--- src/rtl/id_ex_pipe.sv ---
// Decode-to-execute pipeline register with load-use / branch-operand interlock
// and saturating stall/flush event counters.
module id_ex_pipe #(
   parameter int DATA_BITS     = 32,
   parameter int REG_ADDR_BITS = 5,
   parameter int CNT_BITS      = 16
) (
   input  logic                     clk,
   input  logic                     rst,
   input  logic                     valid_d,
   input  logic                     reg_write_d,
   input  logic [1:0]               mem_to_reg_d,
   input  logic                     mem_write_d,
   input  logic [1:0]               alu_control_d,
   input  logic                     alu_src_d,
   input  logic [1:0]               reg_dst_d,
   input  logic [DATA_BITS-1:0]     rd1_d,
   input  logic [DATA_BITS-1:0]     rd2_d,
   input  logic [DATA_BITS-1:0]     sign_imm_d,
   input  logic [DATA_BITS-1:0]     pc_plus4_d,
   input  logic [REG_ADDR_BITS-1:0] rs_d,
   input  logic [REG_ADDR_BITS-1:0] rt_d,
   input  logic [REG_ADDR_BITS-1:0] rd_d,
   input  logic                     branch_d,
   input  logic                     reg_write_m,
   input  logic [1:0]               mem_to_reg_m,
   input  logic [REG_ADDR_BITS-1:0] write_reg_m,
   input  logic                     flush_e,
   output logic                     valid_e,
   output logic                     reg_write_e,
   output logic                     mem_write_e,
   output logic                     alu_src_e,
   output logic [1:0]               mem_to_reg_e,
   output logic [1:0]               alu_control_e,
   output logic [1:0]               reg_dst_e,
   output logic [DATA_BITS-1:0]     rd1_e,
   output logic [DATA_BITS-1:0]     rd2_e,
   output logic [DATA_BITS-1:0]     sign_imm_e,
   output logic [DATA_BITS-1:0]     pc_plus4_e,
   output logic [REG_ADDR_BITS-1:0] rs_e,
   output logic [REG_ADDR_BITS-1:0] rt_e,
   output logic [REG_ADDR_BITS-1:0] rd_e,
   output logic [REG_ADDR_BITS-1:0] write_reg_e,
   output logic                     stall_f,
   output logic                     stall_d,
   output logic [CNT_BITS-1:0]      stall_cnt,
   output logic [CNT_BITS-1:0]      flush_cnt
);

   localparam logic [REG_ADDR_BITS-1:0] REG_ZERO = '0;
   localparam logic [REG_ADDR_BITS-1:0] REG_RA   = REG_ADDR_BITS'(31);
   localparam logic [1:0]               SEL_MEM  = 2'b01;

   function automatic logic [CNT_BITS-1:0] sat_inc(input logic [CNT_BITS-1:0] v);
      return (&v) ? v : v + {{(CNT_BITS-1){1'b0}}, 1'b1};
   endfunction

   logic e_hit_d;
   logic m_hit_d;
   logic lw_stall;
   logic br_stall;
   logic stall;
   logic bubble;

   // Execute-stage destination decode; 11 means the instruction writes nothing.
   always_comb begin
      write_reg_e = REG_ZERO;
      case (reg_dst_e)
         2'b00:   write_reg_e = rt_e;
         2'b01:   write_reg_e = rd_e;
         2'b10:   write_reg_e = REG_RA;
         default: write_reg_e = REG_ZERO;
      endcase
   end

   // Hazard detection against the producer in E and a load in M
   always_comb begin
      e_hit_d  = valid_e && reg_write_e && (write_reg_e != REG_ZERO) &&
                 ((write_reg_e == rs_d) || (write_reg_e == rt_d));
      m_hit_d  = reg_write_m && (mem_to_reg_m == SEL_MEM) && (write_reg_m != REG_ZERO) &&
                 ((write_reg_m == rs_d) || (write_reg_m == rt_d));
      lw_stall = valid_d && e_hit_d && (mem_to_reg_e == SEL_MEM);
      br_stall = valid_d && branch_d && (e_hit_d || m_hit_d);
      stall    = !rst && (lw_stall || br_stall);
      bubble   = flush_e || stall;
      stall_f  = stall;
      stall_d  = stall;
   end

   // D -> E register boundary
   always_ff @(posedge clk) begin
      if (rst || bubble) begin
         valid_e       <= 1'b0;
         reg_write_e   <= 1'b0;
         mem_to_reg_e  <= '0;
         mem_write_e   <= 1'b0;
         alu_control_e <= '0;
         alu_src_e     <= 1'b0;
         reg_dst_e     <= '0;
         rd1_e         <= '0;
         rd2_e         <= '0;
         sign_imm_e    <= '0;
         pc_plus4_e    <= '0;
         rs_e          <= '0;
         rt_e          <= '0;
         rd_e          <= '0;
      end else begin
         valid_e       <= valid_d;
         reg_write_e   <= reg_write_d;
         mem_to_reg_e  <= mem_to_reg_d;
         mem_write_e   <= mem_write_d;
         alu_control_e <= alu_control_d;
         alu_src_e     <= alu_src_d;
         reg_dst_e     <= reg_dst_d;
         rd1_e         <= rd1_d;
         rd2_e         <= rd2_d;
         sign_imm_e    <= sign_imm_d;
         pc_plus4_e    <= pc_plus4_d;
         rs_e          <= rs_d;
         rt_e          <= rt_d;
         rd_e          <= rd_d;
      end
   end

   // Event counters: a flushed cycle is charged to flush only, even if it also stalls
   always_ff @(posedge clk) begin
      if (rst) begin
         stall_cnt <= '0;
         flush_cnt <= '0;
      end else if (flush_e) begin
         flush_cnt <= sat_inc(flush_cnt);
      end else if (stall) begin
         stall_cnt <= sat_inc(stall_cnt);
      end
   end

endmodule

--- config.mk ---
export PLATFORM = sky130hd
export DESIGN_NAME = id_ex_pipe
export DESIGN_NICKNAME = d
export VERILOG_FILES = /design/src/rtl/id_ex_pipe.sv
export SDC_FILE = /design/constraint.sdc
export NUM_CORES = 1
export LEC_CHECK = 0
export CAP_MARGIN = 20
export CORE_UTILIZATION = 26
export DETAILED_ROUTE_END_ITERATION = 7
export PLACE_DENSITY = 0.58
export SLEW_MARGIN = 10
export SYNTH_ARGS = -nofsm -noshare
export SYNTH_HDL_FRONTEND = slang
export SYNTH_SLANG_ARGS = --single-unit
--- constraint.sdc ---
create_clock -name clk -period 5 [get_ports clk]
set_input_delay 0.75 -clock clk [delete_from_list [all_inputs] [get_ports clk]]
set_output_delay 0.75 -clock clk [all_outputs]
set_load 0.02 [all_outputs]
==> results.json, run 1 <==
{
  "status": "completed",
  "fin_crit_sh": 0.819,
  "power.leakage_nw": 4.00,
  "yosysTopAreaCell": "dfxtp_1",
  "min_path_type": "flop to flop",
  "final.setup.tns_ps": 0,
  "fp.dieW_um": 155,
  "slew_headroom": 0.457,
  "n_antenna_cell": 0,
  "cts_tree": "built",
  "core_area_um2": 22800,
  "cp-end-kind": "primary output",
  "antenna_found_initial": 1,
  "place_congestion": 0.816,
  "hold_violations": 0,
  "yosys_warnings": 0,
  "synthTopCellsByArea": "dfxtp_1 61%, and2_1 16%, xor2_1 2.9%, nand3_1 1.5%, xnor2_1 1.3%",
  "rsz0062_at_grt": "no",
  "cts_setup_buffers": 0,
  "fin_nets": 1086,
  "port_buffers": 356,
  "finClkSkew_ps": 15.0,
  "clk_pin_slew_worst_paths_ps": 70,
  "fin_crit_ps": 4090,
  "cts_buffers": 17,
  "design_area_um2": 10500,
  "synthTopCellsByCount": "185 x dfxtp_1, 155 x and2_1, 20 x nor2_1, 20 x xor2_1, 18 x nand3_1",
  "crit_arrival_ps": 3340,
  "grt_overflow": 0,
  "netlist_area_um2": 6080,
  "drt-pass1-iter-count": 4,
  "syn_avg_cell_area_um2": 10.8,
  "areaGrowthSynthToFinish_pct": 73.5,
  "synthDistinctLibCells": 47,
  "cts_resized": 0,
  "fmax_ghz": 0.244,
  "synthFlopType": "dfxtp_1",
  "synth-edff-count": 0,
  "grt_pass1_wl_mm": 28.7,
  "clkLatencyLatePin_ps": 430,
  "drt-initial-drc-count": 120,
  "ir_worst_vdd_mv": 0.174,
  "wl_per_cell_um": 15.2,
  "initial_core_util": 0.267,
  "crit_type": "flop to primary output",
  "postSynthCellCount": 564,
  "critPathLaunchType": "flop",
  "grt_max_degree": 82,
  "setup_viol": 0,
  "synth_most_common_cell": "dfxtp_1",
  "maxCapViolCount": 0,
  "drive_gt1_frac": 0.0494,
  "io_pins": 357,
  "maxSlewViolCount": 0,
  "htree_num_levels": 4,
  "p_per_area_nw_per_um2": 316,
  "crit_required_ps": 4250,
  "cts_sinks": 185,
  "drt-total-wl_mm": 18.9,
  "die_area_um2": 24000,
  "via_count": 5061,
  "route.detailed.drc": 0,
  "cts-root-buf": "clkbuf_16",
  "antenna_left": 0,
  "place_hpwl_mm": 14.3,
  "worst-path-max-fanout": 13,
  "cts_buffer_depth": 2,
  "synth-async-reset-ratio": 0,
  "finalNonFillerCells": 1245,
  "post-place-cells": 1213,
  "grt_pass1_vias": 4967,
  "grt_usage": 0.159,
  "tightest_slew_ps": 807,
  "row_count": 55,
  "viasPerCell": 4.07,
  "synth_top_area_frac": 0.609,
  "holdBufCountCts": 0,
  "ys_ff_latch": 185,
  "placed_area_um2": 9940,
  "ys_seq_area_frac": 0.609,
  "die_y_um": 155,
  "synth_fp_nets": 731
}
-- worst max-delay path, cell delays in order, from the launching register on --
cell	delay, ps
dfxtp_1	620
nand3b_1	210
and3_1	220
or4_1	510
nor4_2	220
o211ai_1	160
a21oi_2	300
clkdlybuf4s50_1	670
-- kinds of logic after synthesis --
family	share of synthesized area
simple gates	0.258
fa+ha+maj	0.00412
flops	0.609
buf+inv	0.0241
xor+xnor	0.0418
mux	0.00679
compound gates	0.0558
-- final cells by class --
type | count | area (um2)
Clock buffer | 17 | 425
Clock inverter | 15 | 181
Fill cell | 2199 | 12200
Inverter | 5 | 18.8
Multi-Input combinational cell | 350 | 2230
Sequential cell | 185 | 3700
Tap cell | 313 | 392
Timing Repair Buffer | 360 | 3590
-- state kept, by name, summed over array words and instances (netlist names), 5 cells and up --
register and flops:
rs_e 5, stall_cnt 16, sign_imm_e 32, flush_cnt 16, rt_e 5, rd2_e 32
rd_e 5, pc_plus4_e 32, rd1_e 32
-- placed cells by master, fill, tap and decap left out, drive strengths merged, types with 9 or more instances in the layout --
cell	n
nand3	18
a21oi	18
clkbuf	17
and2	156
xor2	20
clkdlybuf4s50	356
nor2	21
nor3	11
inv	12
o21ai	9
and3	10
xnor2	9
dfxtp	185
nand2	17
-- layer usage --
metal	part of all wire	routed length, um	vias to the layer above	global-route usage
li1	-	-	2555	-
met1	0.37	7050	2272	0.166
met5	0.00069	13	-	0
met2	0.51	9640	217	0.281
met3	0.10	1970	15	0.0772
met4	0.011	205	2	0.0471
-- report_power, final --
group	total [mW]	switching [mW]	internal [mW]
clock network	1.39	0.665	0.720
registers	1.54	0.0182	1.52
logic	0.409	0.168	0.241
-- stage by stage --
step | util | setup WS, ps | hold slack [ps] | power (mW)
after floorplan | - | 2020 | 559 | 1.73
after global placement | 0.436 | 1010 | 487 | 1.99
after detailed placement | 0.436 | 978 | 497 | 1.99
after CTS | 0.463 | 844 | 511 | 3.39
after global routing | 0.463 | 656 | 541 | 3.49
final | 0.463 | 906 | 508 | 3.34
-- worst paths after layout --
kind	start	endpoint	slack, ps	cells after the start
min	flush_cnt[8]	flush_cnt[8]	510	2
max reg2reg	reg_dst_e[0]	pc_plus4_e[24]	1920	9
min reg2reg	flush_cnt[8]	flush_cnt[8]	510	2
max	reg_dst_e[0]	stall_d	910	7
No activity file was read; power rests on OpenSTA's default activity.
==> inputs of run 2 (changes only) <==
==> constraint.sdc (replaced) <==
create_clock -name clk -period 4.2 [get_ports clk]
set_input_delay 0.63 -clock clk [delete_from_list [all_inputs] [get_ports clk]]
set_output_delay 0.63 -clock clk [all_outputs]
set_load 0.02 [all_outputs]
==> results.json, run 2 (same netlist as run 1, synthesis figures left out) <==
{
  "cts_buffers": 17,
  "worstHoldStart": "stall_cnt[11]",
  "clk_pin_slew_worst_paths_ps": 80,
  "ff2ff_setup_slack_ps": 1210,
  "p_comb_frac": 0.124,
  "cts_buffer_depth": 2,
  "rsz0062_at_grt": "no",
  "grt_pass1_vias": 4966,
  "drt-total-wl_mm": 19.1,
  "placed_area_um2": 9950,
  "drt-initial-drc-count": 185,
  "row_count": 55,
  "switching_share": 0.262,
  "viasPerCell": 4.12,
  "slew_headroom": 0.388,
  "finClkSkew_ps": 12.5,
  "place_congestion": 0.813,
  "place_hpwl_mm": 14.4,
  "p_sw_mw": 1.03,
  "fin_util": 0.463,
  "fp.dieW_um": 155,
  "io_pins": 357,
  "route.detailed.drc": 0,
  "initial_core_util": 0.267,
  "via_count": 5122,
  "cts-root-buf": "clkbuf_16",
  "die_y_um": 155,
  "critPathLaunchType": "flop",
  "fin_crit_sh": 0.910,
  "cp-end-kind": "primary output",
  "power.leakage_nw": 4.00,
  "antenna_left": 0,
  "maxCapViolCount": 0,
  "p_per_area_nw_per_um2": 373,
  "min_path_type": "flop to flop",
  "grt_overflow": 0,
  "internal_power_mw": 2.91,
  "worstHoldEndpoint": "stall_cnt[11]",
  "core_area_um2": 22800,
  "crit_arrival_ps": 3190,
  "cts_sinks": 185,
  "fin_crit_ps": 3820,
  "n_antenna_cell": 0,
  "htree_num_levels": 4,
  "holdPathStages": 2,
  "setup_viol": 0,
  "drive_gt1_frac": 0.0494,
  "cts_tree": "built",
  "port_buffers": 356,
  "holdBufCountCts": 0,
  "fillers": 2161,
  "layout_common_cells": "356 x clkdlybuf4s50_1, 184 x dfxtp_1, 155 x and2_1, 20 x xor2_1, 20 x nor2_1",
  "areaGrowthSynthToFinish_pct": 73.6,
  "grt_pass1_wl_mm": 28.5,
  "crit_required_ps": 3570,
  "final.setup.tns_ps": 0,
  "design_area_um2": 10600,
  "crit_type": "flop to primary output",
  "clkLatencyLatePin_ps": 430,
  "post-place-cells": 1212,
  "layout_commonest_cell": "clkdlybuf4s50_1",
  "power_frac_seq": 0.466,
  "status": "completed",
  "fin_nets": 1085,
  "drt-pass1-iter-count": 4,
  "antenna_found_initial": 2,
  "fmax_ghz": 0.262,
  "rr_endpoint": "stall_cnt[5]",
  "finalNonFillerCells": 1244,
  "ir_worst_vdd_mv": 0.261,
  "worst-path-max-fanout": 10,
  "reg2reg_from": "reg_dst_e[1]",
  "p_clk_frac": 0.410,
  "grt_max_degree": 154,
  "maxSlewViolCount": 0,
  "tightest_slew_ps": 918,
  "total_power_mw": 3.94,
  "hold_violations": 0,
  "reg2reg_depth": 9,
  "wl_per_cell_um": 15.3,
  "grt_usage": 0.159,
  "die_area_um2": 24000
}
==> run 2: worst max-delay path: stages, from the launching register on <==
cell and delay, ps:
dfxtp_1 540, o21bai_1 190, and3_1 190, or4_1 510, nor4_2 230, o211ai_1 160
a21oi_2 280, clkdlybuf4s50_1 670
==> run 2: cell type report <==
type	instances	area, um2	share of cell area
Tap cell	313	392	0.0371
Clock inverter	15	176	0.0167
Sequential cell	185	3700	0.351
Inverter	5	18.8	0.00178
Timing Repair Buffer	359	3600	0.341
Clock buffer	17	425	0.0403
Multi-Input combinational cell	350	2230	0.212
==> run 2: through the flow <==
stage	hold WS (ps)	setup slack [ps]
after CTS	502	160
after detailed placement	490	420
after global placement	474	436
after global routing	517	86.2
final	493	377
after floorplan	559	1360
==> run 2: per-layer routing <==
layer	routed length (um)	share of wire	track usage
met1	7240	0.38	0.166
met5	27	0.0014	0
met3	1770	0.093	0.0696
met2	9770	0.51	0.284
met4	276	0.014	0.0523
==> run 2: worst max-delay path by stage <==
stage                  from  endpoint  slack [ps]  depth (start not counted)
2_1_floorplan  reg_dst_e[1]   stall_f        1360                          8
3_3_place_gp        rs_d[3]   stall_d         440                          7
3_5_place_dp        rs_d[3]   stall_d         420                          7
4_1_cts        reg_dst_e[0]   stall_d         160                          7
5_1_grt        reg_dst_e[1]   stall_d          90                          7
6_report       reg_dst_e[1]   stall_d         380                          7
==> run 2: power by group through the flow <==
stage / Combinational (mW) / Sequential (mW) / Clock, mW
after floorplan: 0.102 / 1.95 / 0
after global routing: 0.519 / 1.84 / 1.75
after CTS: 0.496 / 1.84 / 1.68
after global placement: 0.494 / 1.87 / 0
after detailed placement: 0.493 / 1.88 / 0
final: 0.487 / 1.83 / 1.62
==> run 2: repair_timing <==
| action | CTS | global route |
|---|---|---|
| endpoints found under the setup margin | 0 | 2 |
| gates resized for setup | 0 | 1 |
| endpoints found under the hold margin | 0 | 0 |
| buffers inserted | 0 | 0 |
==> edit: new RTL, flow settings as in run 1 <==
Make the reset (`rst`) asynchronous in one clocked block.
--- a/src/rtl/id_ex_pipe.sv
+++ b/src/rtl/id_ex_pipe.sv
@@ -124,5 +124,5 @@
 
    // Event counters: a flushed cycle is charged to flush only, even if it also stalls
-   always_ff @(posedge clk) begin
+   always_ff @(posedge clk or posedge rst) begin
       if (rst) begin
          stall_cnt <= '0;
Function: differs if rst is asserted again (counterexample within 4 cycles, from zero or initial values and one cycle with rst high); with rst held inactive, the same outputs for 10 cycles.
==> edit against run 1 <==
- area after synthesis increased by 1.2%
- routed wire length decreased by 1.8%
- maximum frequency decreased by 1.3%
- power increased by 12%
- sequential cell count unchanged
- sequential power increased by 7%
- cell area increased by 0.52%
- setup slack got worse by 0.052 ns
- largest cell class unchanged
- highest routed layer unchanged
==> edit: results (changes against run 1) <==
The flow ran to the end, and the final reports show no timing, DRC or antenna violations. The end point of the most critical hold path is stall_cnt[15]. The routing usage on met2 came to 27.02% (-1.1 points).

The gate count of the mapped netlist is 527 (-6.6%). The cell leakage power is 4.240 nW (+5.9%). By area the synthesized netlist is led by sky130_fd_sc_hd__dfxtp_1 50%, sky130_fd_sc_hd__and2_1 16%, sky130_fd_sc_hd__dfrtp_1 13%. The mean instance size in the synthesized netlist is 11.67 um2 (+8.3%). The portion of the layout cell area used by non-clock buffers is 34.01% (-0.059 points).

The share of the final layout cell area in multi-input gates came out at 19.60% (-1.6 points). The number of nets in the finished design is 1052 (-3.1%). The power consumption came out at 3.731 mW (+12%). The via count of the first global-routing pass is 4854 (-2.3%). The total half-perimeter wirelength after legalization and detailed placement came out at 14230 um (-0.30%). The post-synthesis sequential area ratio came to 62.82% (+1.9 points).

The async set-or-reset flop fraction in the synthesized netlist is 17.30% (+17 points). The DRC violation total after the first TritonRoute iteration came to 133 (+11%). The clock network contribution to total cell area is 5.735% (-0.018 points).

The largest stage delay on the critical path was 0.65 ns (-0.02 ns). The worst path arrival time is 3.40 ns (+0.06 ns). The end of the worst register-to-register path is reg_write_e. Counting instances in the post-synthesis netlist gives the leading cell types as 154 x sky130_fd_sc_hd__and2_1, 153 x sky130_fd_sc_hd__dfxtp_1, 32 x sky130_fd_sc_hd__dfrtp_1. The power share of the clock group is 36.9% (-4.6 points).

The filler-free cell count of the finished design came out at 1211 (-2.7%). The inverter count is 15 (+10). The clock buffer instance count of the final layout was 19 (+2). The area growth from synthesis to final layout came out at 72.40%. The wire length of the first global-routing pass came to 28160 um (-1.7%). Broken down by cell family, the worst path's largest delay share belongs to buffers and inverters.

The pin count of the biggest net entering global routing came out at 66 (-20%). The global routing usage on met1 is 16.57% (about the same). The routed length on met2 is 9300 um (-3.6%). The fraction of final layout cells sized beyond drive strength 1 was 4.566% (-0.37 points).
[edit: cell count changes in the layout (fill, tap and decap cells not counted), sizes merged, moves of 8 or more]
cell / change
and3: -8
a21oi: -11
nand3: -8
dfxtp: -32
o21ai: -9
inv: +9
nand4: +8
nor2: -10
dfrtp: +32
xnor2: +11
[edit: cell families (layout without fill, tap and decap cells)]
family,count (synthesis),in the layout,share of synthesized area (%)
XOR/XNOR,46,46,6.550
AO/OA/AOI/OAI,33,33,4.882
AND/OR/NAND/NOR,223,223,21.58
flip-flops,185,185,62.82
buffers and inverters,36,407,3.397
multiplexers,2,2,0.3661
adder cells (fa/ha/maj),2,2,0.4068
[edit: per-stage QoR]
stage | hold WS [ns] | setup WS [ns] | util [%]
finish | 0.4896 | 0.8535 | 46.27
global route | 0.5199 | 0.5740 | 46.27
CTS | 0.5004 | 0.8155 | 46.27
detailed placement | 0.4842 | 0.8284 | 43.62
global placement | 0.4816 | 0.8584 | 43.62
floorplan | 0.5896 | 1.573 | -
